### src/rtl/pipe_int_mul_param.sv
// Pipelined integer multiplier with configurable width and depth, signed/unsigned per op,
// and valid/ready handshakes. Each stage folds one CHUNK-wide slice of |B| into the sum.
module pipe_int_mul_param #(
    parameter int unsigned WIDTH  = 32,
    parameter int unsigned STAGES = 4,
    parameter int unsigned CNT_W  = 3
) (
    input  logic                 clk,
    input  logic                 reset,
    input  logic [WIDTH-1:0]     intA,
    input  logic [WIDTH-1:0]     intB,
    input  logic                 op_signed,
    input  logic                 in_val,
    output logic                 in_rdy,
    output logic [2*WIDTH-1:0]   longP,
    output logic                 out_val,
    input  logic                 out_rdy,
    output logic [CNT_W-1:0]     inflight
);

    localparam int unsigned CHUNK = WIDTH / STAGES;
    localparam int unsigned PW    = 2 * WIDTH;

    // |a| times slice idx of |b|, aligned to its weight in the full product.
    function automatic logic [PW-1:0] partial(input logic [WIDTH-1:0] a,
                                              input logic [WIDTH-1:0] b,
                                              input int unsigned      idx);
        logic [CHUNK-1:0] c;
        c = b[idx*CHUNK +: CHUNK];
        return (PW'(a) * PW'(c)) << (idx * CHUNK);
    endfunction

    logic              stall;
    logic              in_acc;
    logic              out_acc;
    logic              neg_a;
    logic              neg_b;
    logic [WIDTH-1:0]  mag_a;
    logic [WIDTH-1:0]  mag_b;

    logic [STAGES-1:0] vld_d, vld_q;
    logic              sgn_d [STAGES];
    logic              sgn_q [STAGES];
    logic [WIDTH-1:0]  a_d   [STAGES];
    logic [WIDTH-1:0]  a_q   [STAGES];
    logic [WIDTH-1:0]  b_d   [STAGES];
    logic [WIDTH-1:0]  b_q   [STAGES];
    logic [PW-1:0]     sum_d [STAGES];
    logic [PW-1:0]     sum_q [STAGES];
    logic [CNT_W-1:0]  cnt_d, cnt_q;

    always_comb begin
        stall   = vld_q[STAGES-1] & ~out_rdy;
        in_acc  = in_val & ~stall;
        out_acc = vld_q[STAGES-1] & out_rdy;
        neg_a   = op_signed & intA[WIDTH-1];
        neg_b   = op_signed & intB[WIDTH-1];
        mag_a   = neg_a ? -intA : intA;
        mag_b   = neg_b ? -intB : intB;

        vld_d = vld_q;
        sgn_d = sgn_q;
        a_d   = a_q;
        b_d   = b_q;
        sum_d = sum_q;
        if (!stall) begin
            vld_d[0] = in_val;
            sgn_d[0] = neg_a ^ neg_b;
            a_d[0]   = mag_a;
            b_d[0]   = mag_b;
            sum_d[0] = partial(mag_a, mag_b, 0);
            for (int unsigned i = 1; i < STAGES; i++) begin
                vld_d[i] = vld_q[i-1];
                sgn_d[i] = sgn_q[i-1];
                a_d[i]   = a_q[i-1];
                b_d[i]   = b_q[i-1];
                sum_d[i] = sum_q[i-1] + partial(a_q[i-1], b_q[i-1], i);
            end
            // Sign is applied once, on entry to the final stage.
            if (sgn_d[STAGES-1]) begin
                sum_d[STAGES-1] = -sum_d[STAGES-1];
            end
        end

        cnt_d = cnt_q;
        if (in_acc && !out_acc) begin
            cnt_d = cnt_q + CNT_W'(1);
        end else if (!in_acc && out_acc) begin
            cnt_d = cnt_q - CNT_W'(1);
        end
    end

    always_ff @(posedge clk or negedge reset) begin
        if (!reset) begin
            vld_q <= '0;
            cnt_q <= '0;
            for (int i = 0; i < int'(STAGES); i++) begin
                sgn_q[i] <= 1'b0;
                a_q[i]   <= '0;
                b_q[i]   <= '0;
                sum_q[i] <= '0;
            end
        end else begin
            vld_q <= vld_d;
            cnt_q <= cnt_d;
            sgn_q <= sgn_d;
            a_q   <= a_d;
            b_q   <= b_d;
            sum_q <= sum_d;
        end
    end

    always_comb begin
        in_rdy   = ~stall;
        out_val  = vld_q[STAGES-1];
        longP    = sum_q[STAGES-1];
        inflight = cnt_q;
    end

endmodule

### config.mk
export PLATFORM = sky130hd
export DESIGN_NAME = pipe_int_mul_param
export DESIGN_NICKNAME = d
export VERILOG_FILES = /design/src/rtl/pipe_int_mul_param.sv
export SDC_FILE = /design/constraint.sdc
export NUM_CORES = 2
export LEC_CHECK = 0
export ABC_AREA = 1
export BUFFER_PORTS_ARGS = -buffer_cell sky130_fd_sc_hd__buf_4
export CAP_MARGIN = 20
export CORE_MARGIN = 3
export CORE_UTILIZATION = 65
export CTS_CLUSTER_DIAMETER = 80
export DETAILED_ROUTE_END_ITERATION = 7
export HOLD_SLACK_MARGIN = 0.1
export PLACE_DENSITY = 0.82
export SLEW_MARGIN = 15
export SYNTH_ARGS = -nofsm -noshare
export SYNTH_HDL_FRONTEND = slang
export SYNTH_SLANG_ARGS = --single-unit
### constraint.sdc
create_clock -name clk -period 8.51 [get_ports clk]
set_input_delay 2.553 -clock clk [delete_from_list [all_inputs] [get_ports clk]]
set_output_delay 2.553 -clock clk [all_outputs]
set_load 0.02 [all_outputs]
==> run summary <==
The average wire per standard cell is around 19 um. The number of standard cells after synthesis is ~8100. The count of hold-fix buffers inserted at cts is 0. The worst setup slack for register-to-register paths came out at 0.62 ns. The largest net degree at the start of global routing is roughly 230. For this run, the total global-route usage over all layers was measured as 0.395. The maximum clock frequency is around 0.13 GHz. The number of max-slew violations in the final report came out at 0. In the synthesized netlist the dominant register cell turns out to be sky130_fd_sc_hd__dfrtp_1.

The clock passes through at most 3 buffers. The kind of launch point of the worst setup path is a register. The worst-margin pin slew came out at around 1.2 ns. The number of distinct library cells after synthesis is just under 70. The run finished with clean final reports.

Yosys printed 0 warnings. The final antenna-violating net count came out at 0. The largest total area in the synthesized netlist belongs to sky130_fd_sc_hd__fa_1.

The total vias in the final route came out at between 50000 and 60000. The worst register-to-register path begins at b_q[84]. Among all cell types in the netlist, the one instantiated most often is sky130_fd_sc_hd__nand2_1. The synthesized design contains 0 enable-type register cells.

The count of fill cells added during filler insertion came out at between 7000 and 8000. The startpoint identified for the worst hold timing path is sum_q[194]. The number of nets handed over by synthesis was 9189. The later pin in the worst-skew pair is clocked with a latency of between 0.6 and 0.7 ns. After routing, the total negative slack on setup checks comes to 0 ns. The worst hold path belongs to the class reg2reg. The mapped cell area came out at between 50000 and 60000 sq um. The number of CTS-inserted buffers is between 40 and 50. The number of port buffers is 137.

Counting instances in the post-synthesis netlist gives the leading cell types as sky130_fd_sc_hd__nand2_1, sky130_fd_sc_hd__inv_1, sky130_fd_sc_hd__fa_1, sky130_fd_sc_hd__nor2_1, sky130_fd_sc_hd__dfrtp_1. The final setup skew came out at about 0.04 ns. The horizontal die dimension came out at 302 um. The final critical-path share of the clock period came out at 0.927.

After clock tree synthesis, the clock-pin slew on the worst setup and hold paths is ~0.060 ns. The share of the Yosys chip area taken by registers is 0.160. The initial standard-cell utilization of the core is 0.662. At the end of routability-driven placement, the weighted congestion stood at 1.03.

The layout overhead on the synthesized area came out at 6.85%. The number of gates resized after CTS came out at 0. Clock tree synthesis selected as its root buffer the cell sky130_fd_sc_hd__clkbuf_16.

The time the worst path needs with I/O delays and setup came out at a little under 8 ns. The worst pin sits at a relative slew slack of 0.216. The total number of nets in the final design came out at between 9000 and 10000. At the worst endpoint, the arrival time is between 8 and 9 ns. The type of the setup path with the least slack is reg2reg.

The sum of overflow across all layers after global routing came out at 0. The area of the core is between 80000 and 90000 sq um. The total routed wirelength is approximately 180 mm. The nature of the critical path endpoint is a register. The number of setup buffers added after CTS came out at 0.

The estimated wirelength of the detail-placed design came out at 147 mm. In the post-synthesis netlist, the biggest area contributors are sky130_fd_sc_hd__fa_1, sky130_fd_sc_hd__nand2_1, sky130_fd_sc_hd__dfrtp_1. The violation count after the first detailed-route iteration came out at approximately 4500.

For this design, the slowest cell found on the critical path is sky130_fd_sc_hd__dfrtp_1. The total clock sinks is between 300 and 400. The async set-or-reset flop fraction in the synthesized netlist came out at 1.00. The floorplan has roughly 110 rows. The max-cap violation count came out at 0. The height of the die is a little over 300 um. The number of endpoints failing setup at the final stage is 0.

TritonCTS built the clock tree. The delay contributed by the slowest stage of the critical path came out at roughly 1.1 ns. The H-tree depth is 2. The initial antenna violation count was 4.

The total DRC errors in the routed layout came out at 0. In this run the worst path has a maximum fanout of 25. Setup repair after global routing left no endpoint under its margin. The post-synthesis average cell area is between 7 and 8 sq um.

The critical path starts at b_q[84]. The proportion of layout cells with a drive suffix above 1 is 0.0715. The die covers around 90000 sq um. Of the post-synthesis cell area, the dominant cell type holds 0.255. The number of top-level pins is approximately 140.

The flip-flop and latch count after synthesis is around 360. The wire length of the first global-routing pass came out at between 200 and 300 mm. The first TritonRoute pass finished after 6 iterations. The vias per cell came out at between 5 and 6. The via count of the first global-routing pass is approximately 52000. The final count of hold timing violations is 0. The required time of the critical path is roughly 9.0 ns.
worst max-delay path: cells and delay by family (launching register included):
kind | cells | cell delay (ns)
adder cells (fa/ha/maj) | 6 | 2.53
AND/OR/NAND/NOR | 6 | 0.56
AO/OA/AOI/OAI | 13 | 2.69
buffers and inverters | 5 | 0.40
flip-flops | 1 | 1.07
XOR/XNOR | 1 | 0.46
logic make-up after synthesis:
family / Yosys count / share of synthesized area
flip-flops: 364 / 0.160
XOR/XNOR: 224 / 0.0353
adder cells (fa/ha/maj): 1070 / 0.331
multiplexers: 1 / 0.000198
AND/OR/NAND/NOR: 3592 / 0.258
buffers and inverters: 1980 / 0.135
AO/OA/AOI/OAI: 819 / 0.0811
per-stage QoR:
| step | cells | setup slack (ns) | util | hold slack, ns | cell area (sq um) |
|---|---|---|---|---|---|
| floorplan | 8050 | 0.451 | - | 0.440 | 56900 |
| global placement | 9125 | 0.144 | 0.688 | 0.449 | 59100 |
| detailed placement | 9125 | 0.0753 | 0.688 | 0.459 | 59100 |
| CTS | 9212 | 0.693 | 0.708 | 0.443 | 60800 |
| global route | 9214 | 0.0531 | 0.708 | 0.485 | 60800 |
| finish | 9215 | 0.623 | 0.708 | 0.451 | 60800 |
placed cells by master, fill, tap and decap left out, drive strengths merged, types with 2 or more instances in the layout:
cell type and n:
nand2 2572, inv 1608, fa 724, nor2 534, dfrtp 364, ha 346, o21ai 336, buf 304
a21oi 295, nand3 269, xor2 150, xnor2 74, or2 67, nor3 67, clkbuf 62, a31oi 60
nand4 47, o31ai 23, a21o 21, o21bai 20, nor4 16, o21a 14, clkinv 14, o211ai 13
nand3b 12, a21boi 11, bufinv 7, a221oi 6, o221ai 5, diode 3, and3 3, o2111ai 3
clkinvlp 3, or3 2, a311oi 2, o211a 2, a31o 2, and2 2, a211oi 2
routing by layer:
layer  GRT usage  wire [um]  up-vias
met5           0         39        -
met4       0.260      14100        4
met3      0.0596      13600      515
met2       0.661      84000     2324
met1       0.476      66100    24500
li1            -          -    24100
flip-flops by register name, indices dropped and copies added, names as in the netlist:
signal,cells
b_q,48
inflight,3
longP,64
sgn_q,3
sum_q,146
vld_q,4
a_q,96
final timing paths:
kind | end | cells past startpoint
min in group asynchronous | longP[28] | 1
max reg2reg | sum_q[117] | 31
min | sum_q[130] | 2
max | sum_q[117] | 31
min reg2reg | sum_q[130] | 2
max in group asynchronous | sum_q[106] | 2
layout make-up:
cell class | instances | area [sq um] | area share
clock buffers | 62 | 1280 | 0.0211
well taps | 1144 | 1430 | 0.0235
multi-input cells | 5706 | 40200 | 0.660
inverters | 1607 | 6040 | 0.0993
diodes | 3 | 7.51 | 0.000123
flip-flops and latches | 364 | 9110 | 0.150
clock inverters | 25 | 415 | 0.00683
repair buffers | 304 | 2380 | 0.0391
Power is left out: the tool's default activity adds up to more than one toggle a clock period on the data nets, which glitch-free logic cannot reach.
